==> src/rtl/mem_access_ctrl.sv <==
// Load/store sequencer: issues one request/acknowledge bus transaction per memory
// instruction, stalls the core while it is in flight and returns the extended load data.
module mem_access_ctrl #(
  parameter int unsigned TIMEOUT_CYCLES = 255,
  localparam int unsigned CPU_WIDTH = 32,
  localparam int unsigned MEM_ACCESS_TYPE_WIDTH = 3
) (
  input  logic                             clk,
  input  logic                             rst,
  input  logic [MEM_ACCESS_TYPE_WIDTH-1:0] mem_access_type,
  input  logic                             mem_sign_ext,
  input  logic [CPU_WIDTH-1:0]             addr,
  input  logic [CPU_WIDTH-1:0]             wdata,
  output logic                             stall,
  output logic [CPU_WIDTH-1:0]             rdata,
  output logic                             rdata_valid,
  output logic                             misalign,
  output logic                             bus_err,
  output logic                             bus_req,
  output logic                             bus_we,
  output logic [CPU_WIDTH-1:0]             bus_addr,
  output logic [CPU_WIDTH-1:0]             bus_wdata,
  output logic [3:0]                       bus_be,
  input  logic                             bus_ack,
  input  logic [CPU_WIDTH-1:0]             bus_rdata
);

  localparam logic [MEM_ACCESS_TYPE_WIDTH-1:0] MEM_ACCESS_TYPE_NONE       = 3'd0;
  localparam logic [MEM_ACCESS_TYPE_WIDTH-1:0] MEM_ACCESS_TYPE_READ_BYTE  = 3'd1;
  localparam logic [MEM_ACCESS_TYPE_WIDTH-1:0] MEM_ACCESS_TYPE_READ_HALF  = 3'd2;
  localparam logic [MEM_ACCESS_TYPE_WIDTH-1:0] MEM_ACCESS_TYPE_READ_WORD  = 3'd3;
  localparam logic [MEM_ACCESS_TYPE_WIDTH-1:0] MEM_ACCESS_TYPE_WRITE_BYTE = 3'd4;
  localparam logic [MEM_ACCESS_TYPE_WIDTH-1:0] MEM_ACCESS_TYPE_WRITE_HALF = 3'd5;
  localparam logic [MEM_ACCESS_TYPE_WIDTH-1:0] MEM_ACCESS_TYPE_WRITE_WORD = 3'd6;

  localparam int unsigned CNT_W = (TIMEOUT_CYCLES < 2) ? 1 : $clog2(TIMEOUT_CYCLES + 1);

  typedef enum logic [1:0] {IDLE, REQ, DONE} state_t;
  typedef enum logic [1:0] {SZ_BYTE, SZ_HALF, SZ_WORD} acc_size_t;

  state_t           state_q, state_d;
  logic [CNT_W-1:0] cnt_q, cnt_d;
  logic [1:0]       off_q, off_d;
  acc_size_t        size_q, size_d;
  logic             sign_q, sign_d;

  logic                 bus_req_d, bus_we_d, rdata_valid_d, bus_err_d;
  logic [CPU_WIDTH-1:0] bus_addr_d, bus_wdata_d, rdata_d;
  logic [3:0]           bus_be_d;

  logic                 req_valid, req_we, req_misalign;
  acc_size_t            req_size;
  logic [3:0]           req_be;
  logic [CPU_WIDTH-1:0] req_wdata, sel, load_val;
  logic                 timeout_hit;

  // Decode the incoming access kind.
  always_comb begin
    req_valid = 1'b1;
    req_we    = 1'b0;
    req_size  = SZ_BYTE;
    case (mem_access_type)
      MEM_ACCESS_TYPE_READ_BYTE:  req_size = SZ_BYTE;
      MEM_ACCESS_TYPE_READ_HALF:  req_size = SZ_HALF;
      MEM_ACCESS_TYPE_READ_WORD:  req_size = SZ_WORD;
      MEM_ACCESS_TYPE_WRITE_BYTE: begin req_we = 1'b1; req_size = SZ_BYTE; end
      MEM_ACCESS_TYPE_WRITE_HALF: begin req_we = 1'b1; req_size = SZ_HALF; end
      MEM_ACCESS_TYPE_WRITE_WORD: begin req_we = 1'b1; req_size = SZ_WORD; end
      MEM_ACCESS_TYPE_NONE:       req_valid = 1'b0;
      default:                    req_valid = 1'b0;
    endcase
  end

  assign req_misalign = ((req_size == SZ_HALF) && addr[0]) ||
                        ((req_size == SZ_WORD) && (addr[1:0] != 2'b00));

  // Byte-lane enables and replicated store data.
  always_comb begin
    req_be    = 4'b1111;
    req_wdata = wdata;
    case (req_size)
      SZ_BYTE: begin
        req_be    = 4'b0001 << addr[1:0];
        req_wdata = {4{wdata[7:0]}};
      end
      SZ_HALF: begin
        req_be    = addr[1] ? 4'b1100 : 4'b0011;
        req_wdata = {2{wdata[15:0]}};
      end
      default: ;
    endcase
  end

  // Shift the addressed lane down and extend it.
  assign sel = bus_rdata >> {off_q, 3'b000};
  always_comb begin
    load_val = bus_rdata;
    case (size_q)
      SZ_BYTE: load_val = {{24{sign_q & sel[7]}}, sel[7:0]};
      SZ_HALF: load_val = {{16{sign_q & sel[15]}}, sel[15:0]};
      default: ;
    endcase
  end

  assign timeout_hit = (TIMEOUT_CYCLES != 0) &&
                       (({1'b0, cnt_q} + (CNT_W + 1)'(1)) == (CNT_W + 1)'(TIMEOUT_CYCLES));

  always_comb begin
    state_d       = state_q;
    cnt_d         = cnt_q;
    off_d         = off_q;
    size_d        = size_q;
    sign_d        = sign_q;
    stall         = 1'b0;
    misalign      = 1'b0;
    bus_req_d     = bus_req;
    bus_we_d      = bus_we;
    bus_addr_d    = bus_addr;
    bus_wdata_d   = bus_wdata;
    bus_be_d      = bus_be;
    rdata_d       = rdata;
    rdata_valid_d = 1'b0;
    bus_err_d     = 1'b0;
    case (state_q)
      IDLE: begin
        if (req_valid) begin
          if (req_misalign) begin
            misalign = 1'b1;
          end else begin
            stall       = 1'b1;
            bus_req_d   = 1'b1;
            bus_we_d    = req_we;
            bus_addr_d  = {addr[CPU_WIDTH-1:2], 2'b00};
            bus_wdata_d = req_wdata;
            bus_be_d    = req_be;
            off_d       = addr[1:0];
            size_d      = req_size;
            sign_d      = mem_sign_ext;
            cnt_d       = '0;
            state_d     = REQ;
          end
        end
      end
      REQ: begin
        stall = 1'b1;
        if (bus_ack) begin
          bus_req_d = 1'b0;
          if (!bus_we) begin
            rdata_d       = load_val;
            rdata_valid_d = 1'b1;
          end
          state_d = DONE;
        end else if (timeout_hit) begin
          bus_req_d = 1'b0;
          rdata_d   = '0;
          bus_err_d = 1'b1;
          state_d   = DONE;
        end else begin
          cnt_d = cnt_q + CNT_W'(1);
        end
      end
      DONE:    state_d = IDLE;
      default: state_d = IDLE;
    endcase
  end

  always_ff @(posedge clk) begin
    if (rst) begin
      state_q     <= IDLE;
      cnt_q       <= '0;
      off_q       <= '0;
      size_q      <= SZ_BYTE;
      sign_q      <= 1'b0;
      bus_req     <= 1'b0;
      bus_we      <= 1'b0;
      bus_addr    <= '0;
      bus_wdata   <= '0;
      bus_be      <= '0;
      rdata       <= '0;
      rdata_valid <= 1'b0;
      bus_err     <= 1'b0;
    end else begin
      state_q     <= state_d;
      cnt_q       <= cnt_d;
      off_q       <= off_d;
      size_q      <= size_d;
      sign_q      <= sign_d;
      bus_req     <= bus_req_d;
      bus_we      <= bus_we_d;
      bus_addr    <= bus_addr_d;
      bus_wdata   <= bus_wdata_d;
      bus_be      <= bus_be_d;
      rdata       <= rdata_d;
      rdata_valid <= rdata_valid_d;
      bus_err     <= bus_err_d;
    end
  end

endmodule

==> config.mk <==
export PLATFORM = sky130hd
export DESIGN_NAME = mem_access_ctrl
export DESIGN_NICKNAME = d
export VERILOG_FILES = /design/src/rtl/mem_access_ctrl.sv
export SDC_FILE = /design/constraint.sdc
export NUM_CORES = 1
export LEC_CHECK = 0
export BUFFER_PORTS_ARGS = -buffer_cell sky130_fd_sc_hd__clkbuf_2
export CORE_MARGIN = 2
export CORE_UTILIZATION = 45
export CTS_CLUSTER_SIZE = 24
export DETAILED_ROUTE_END_ITERATION = 10
export PLACE_DENSITY = 0.75
export SLEW_MARGIN = 20
export SYNTH_ARGS = -nofsm -noshare
export SYNTH_HDL_FRONTEND = slang
export SYNTH_SLANG_ARGS = --single-unit
==> constraint.sdc <==
create_clock -name clk -period 5.4 [get_ports clk]
set_clock_uncertainty 0.05 [all_clocks]
set_input_delay 0.54 -clock clk [delete_from_list [all_inputs] [get_ports clk]]
set_output_delay 0.54 -clock clk [all_outputs]
set_load 0.03 [all_outputs]
==> impl_results.md <==
* Pleak at 2.95 nW
* Post-synthesis xor/xnor area fraction at 0.684%
* Leading cell type in the layout, fill and taps excluded: clkbuf_2
* Fillers at 954
* Endpoints failing hold at 0
* First-pass detailed-route iteration total at 5
* Cell type with the largest total area after synthesis: dfxtp_1
* Layout cell share with drive strength beyond 1 at 31.1%
* Die Area at 12300 um2
* Area taken by multi-input logic gates at 2500 um2
* Arrival @ worst endpoint at 2930 ps
* Cell area after synthesis at 5120 um2
* DR WL met2 at 6970 um
* Async SR Flop Fraction at 0%
* CP startpoint kind: register
* Vias in the first global route at 5017
* Initial core utilization at 46.6%
* Worst EP required at 5700 ps
* Mux cell area share after synthesis at 3.79%
* Worst Tran Pin Value at 1050 ps
* M1 WL at 6110 um
* Slew Limit Fails at 0
* GRT overflow at 0
* Io pins at 209
* Largest family of logic cells by synthesized area: compound AO/OA/AOI/OAI gates
* Post-CTS Hold Fix Bufs at 0
* Power Density at 390 nW/um2
* R2R Path Start: state_q[1]
* CP Max Fanout at 25
* Clk buf depth at 2
* Global Route Usage Sum at 23.9%
* Vias/cell at 5.64
* Antenna violations before repair at 1
* Rel. slew slack at 30.0%
* Final ANT Viol Nets at 0
* Post-synth EDFFs at 0
* Routed vias at 5317
* Most frequent cells in the layout: 205 x clkbuf_2, 120 x nand2_1, 117 x dfxtp_1
* Setup bufs post-CTS at 0
* Minimum clock period at 2630 ps
* # DRC at 0
* RSZ-0062 raised after global routing: no
* Post_cts resized at 0
* Tcrit/Tclk final at 48.6%
* RePlAce Congestion at 0.885
* Num CTS Buffers at 17
* Wire per inst at 15.8 um
* Area Growth Syn to Fin at 31.9%
* Cell variety after synth at 54
* Simple-Gate Fraction of Synth Area at 19.7%
* Post-DP HPWL at 10300 um
* Root Driver: clkbuf_16
* Cells after Synth at 612
* CTS tree: done
* Post-Route Utilization at 61.5%
* Synthesis Warnings at 0
* TNS Setup at 0 ps
* H-Tree Depth at 4
* Yosys top cell area share at 45.7%
* DR top layer: met4
* Die width at 111 um
* Row count at 38
* Die Height at 111 um
* HP Start: addr[25]
* Seq/Total Area, Yosys at 45.7%
* Reg clk slew, reported paths at 60 ps
* Routed wl met3 at 1430 um
* Synth Area in Compound Gates at 23.7%
* CTS sink count at 117
* Endpoints failing setup at 0
* Critical path capture point type: register
* Most used DFF post-synth: dfxtp_1
* Crit path kind: register to register
* Syn avg cell area at 8.37 um2
* Maximum vdd ir drop at 0.000240 V
* Ant. Diodes at 0
* Final net count at 895
* First-pass GRT wire length at 24000 um
* Max-cap violations at 0
* Tightest Hold Check Type: primary input to register
* PortBufs at 206
* Register area at 2340 um2
* Total Wirelength at 14900 um
* Largest net degree at the start of global routing at 97
* Setup crit start: state_q[1]
* Status: finished clean
* Iteration-0 DRC Markers at 403
* Synth Area in Adders at 0.684%
* Largest cells by area after synthesis: dfxtp_1 46%, nand2_1 8.8%, a21oi_1 6.4%, a311oi_1 4.8%, a221o_1 4.5%
* Clk_lat worst skew at 410 ps
* CORE AREA at 11000 um2
* Post-synthesis register bit count at 117
* FMAX at 0.381 GHz
worst max-delay path: stages, from the launching register on:
cell      delay, ps
dfxtp_1         340
nand2b_1        400
nor2_1          170
a32oi_1         480
buf_2           300
nor2b_4         560
a221o_1         260
registers in the layout, indices dropped and copies added, names as in the netlist:
signal / count
sign_q: 1
cnt_q: 8
rdata_valid: 1
bus_we: 1
bus_be: 4
bus_req: 1
bus_wdata: 32
off_q: 2
size_q: 2
bus_addr: 30
state_q: 2
bus_err: 1
rdata: 32
cell type report:
type,instances,share of cell area (%)
Tap cell,140,2.59
Inverter,9,0.500
Multi-Input combinational cell,434,37.0
Timing Repair Buffer,211,15.8
Clock buffer,23,7.22
Sequential cell,117,34.7
Clock inverter,9,2.19
cell usage after synthesis, types with 3 or more instances:
cell / count
dfxtp_1: 117
nand2b_1: 5
inv_1: 9
nand3_1: 8
buf_6: 3
nor2_1: 56
nand3b_1: 8
o221ai_1: 7
nand2_1: 120
nor4_1: 4
a221o_1: 23
a21oi_1: 65
clkbuf_1: 26
o21ai_1: 6
nor3_1: 4
buf_4: 4
buf_2: 16
xnor2_1: 3
a311oi_1: 28
a22oi_1: 10
or3_1: 4
o211ai_1: 4
mux2i_1: 16
buf_1: 4
or4_1: 4
o21ai_0: 20
nor2b_1: 3
path summary, 6_finish.rpt:
check	to	slack, ps	depth (start not counted)
max	rdata[30]	2770	6
min	bus_addr[25]	300	3
max reg2reg	rdata[30]	2770	6
min reg2reg	bus_addr[28]	400	2
cells by family (layout without fill, tap and decap cells):
family	count (synthesis)	in the layout
AO/OA/AOI/OAI	178	178
XOR/XNOR	4	4
adder cells (fa/ha/maj)	3	3
buffers and inverters	62	252
flip-flops	117	117
multiplexers	18	18
other	1	2
AND/OR/NAND/NOR	229	229
report_power, final:
group	internal [mW]	leakage [nW]	switching, mW	total, mW
registers	0.926	0.957	0.0479	0.973
clock network	0.817	0.313	0.383	1.20
logic	0.145	1.68	0.313	0.458
total	1.89	2.95	0.745	2.63
stage by stage:
stage	hold WS (ps)	instance area (um2)	total power, mW	setup WS [ps]	instances
after global routing	289	6750	2.74	2620	943
after detailed placement	399	6110	1.45	2090	910
after CTS	285	6750	2.65	2520	942
final	298	6750	2.63	2770	943
after floorplan	407	5120	1.30	3070	613
after global placement	392	6110	1.43	2280	910
metal layers:
| layer | global-route usage, % | up-vias |
|---|---|---|
| met4 | 10.9 | 0 |
| met1 | 28.4 | 2472 |
| met5 | 0 | - |
| met2 | 39.0 | 259 |
| li1 | - | 2557 |
| met3 | 8.09 | 29 |
Power figures use the tool's default switching activity.
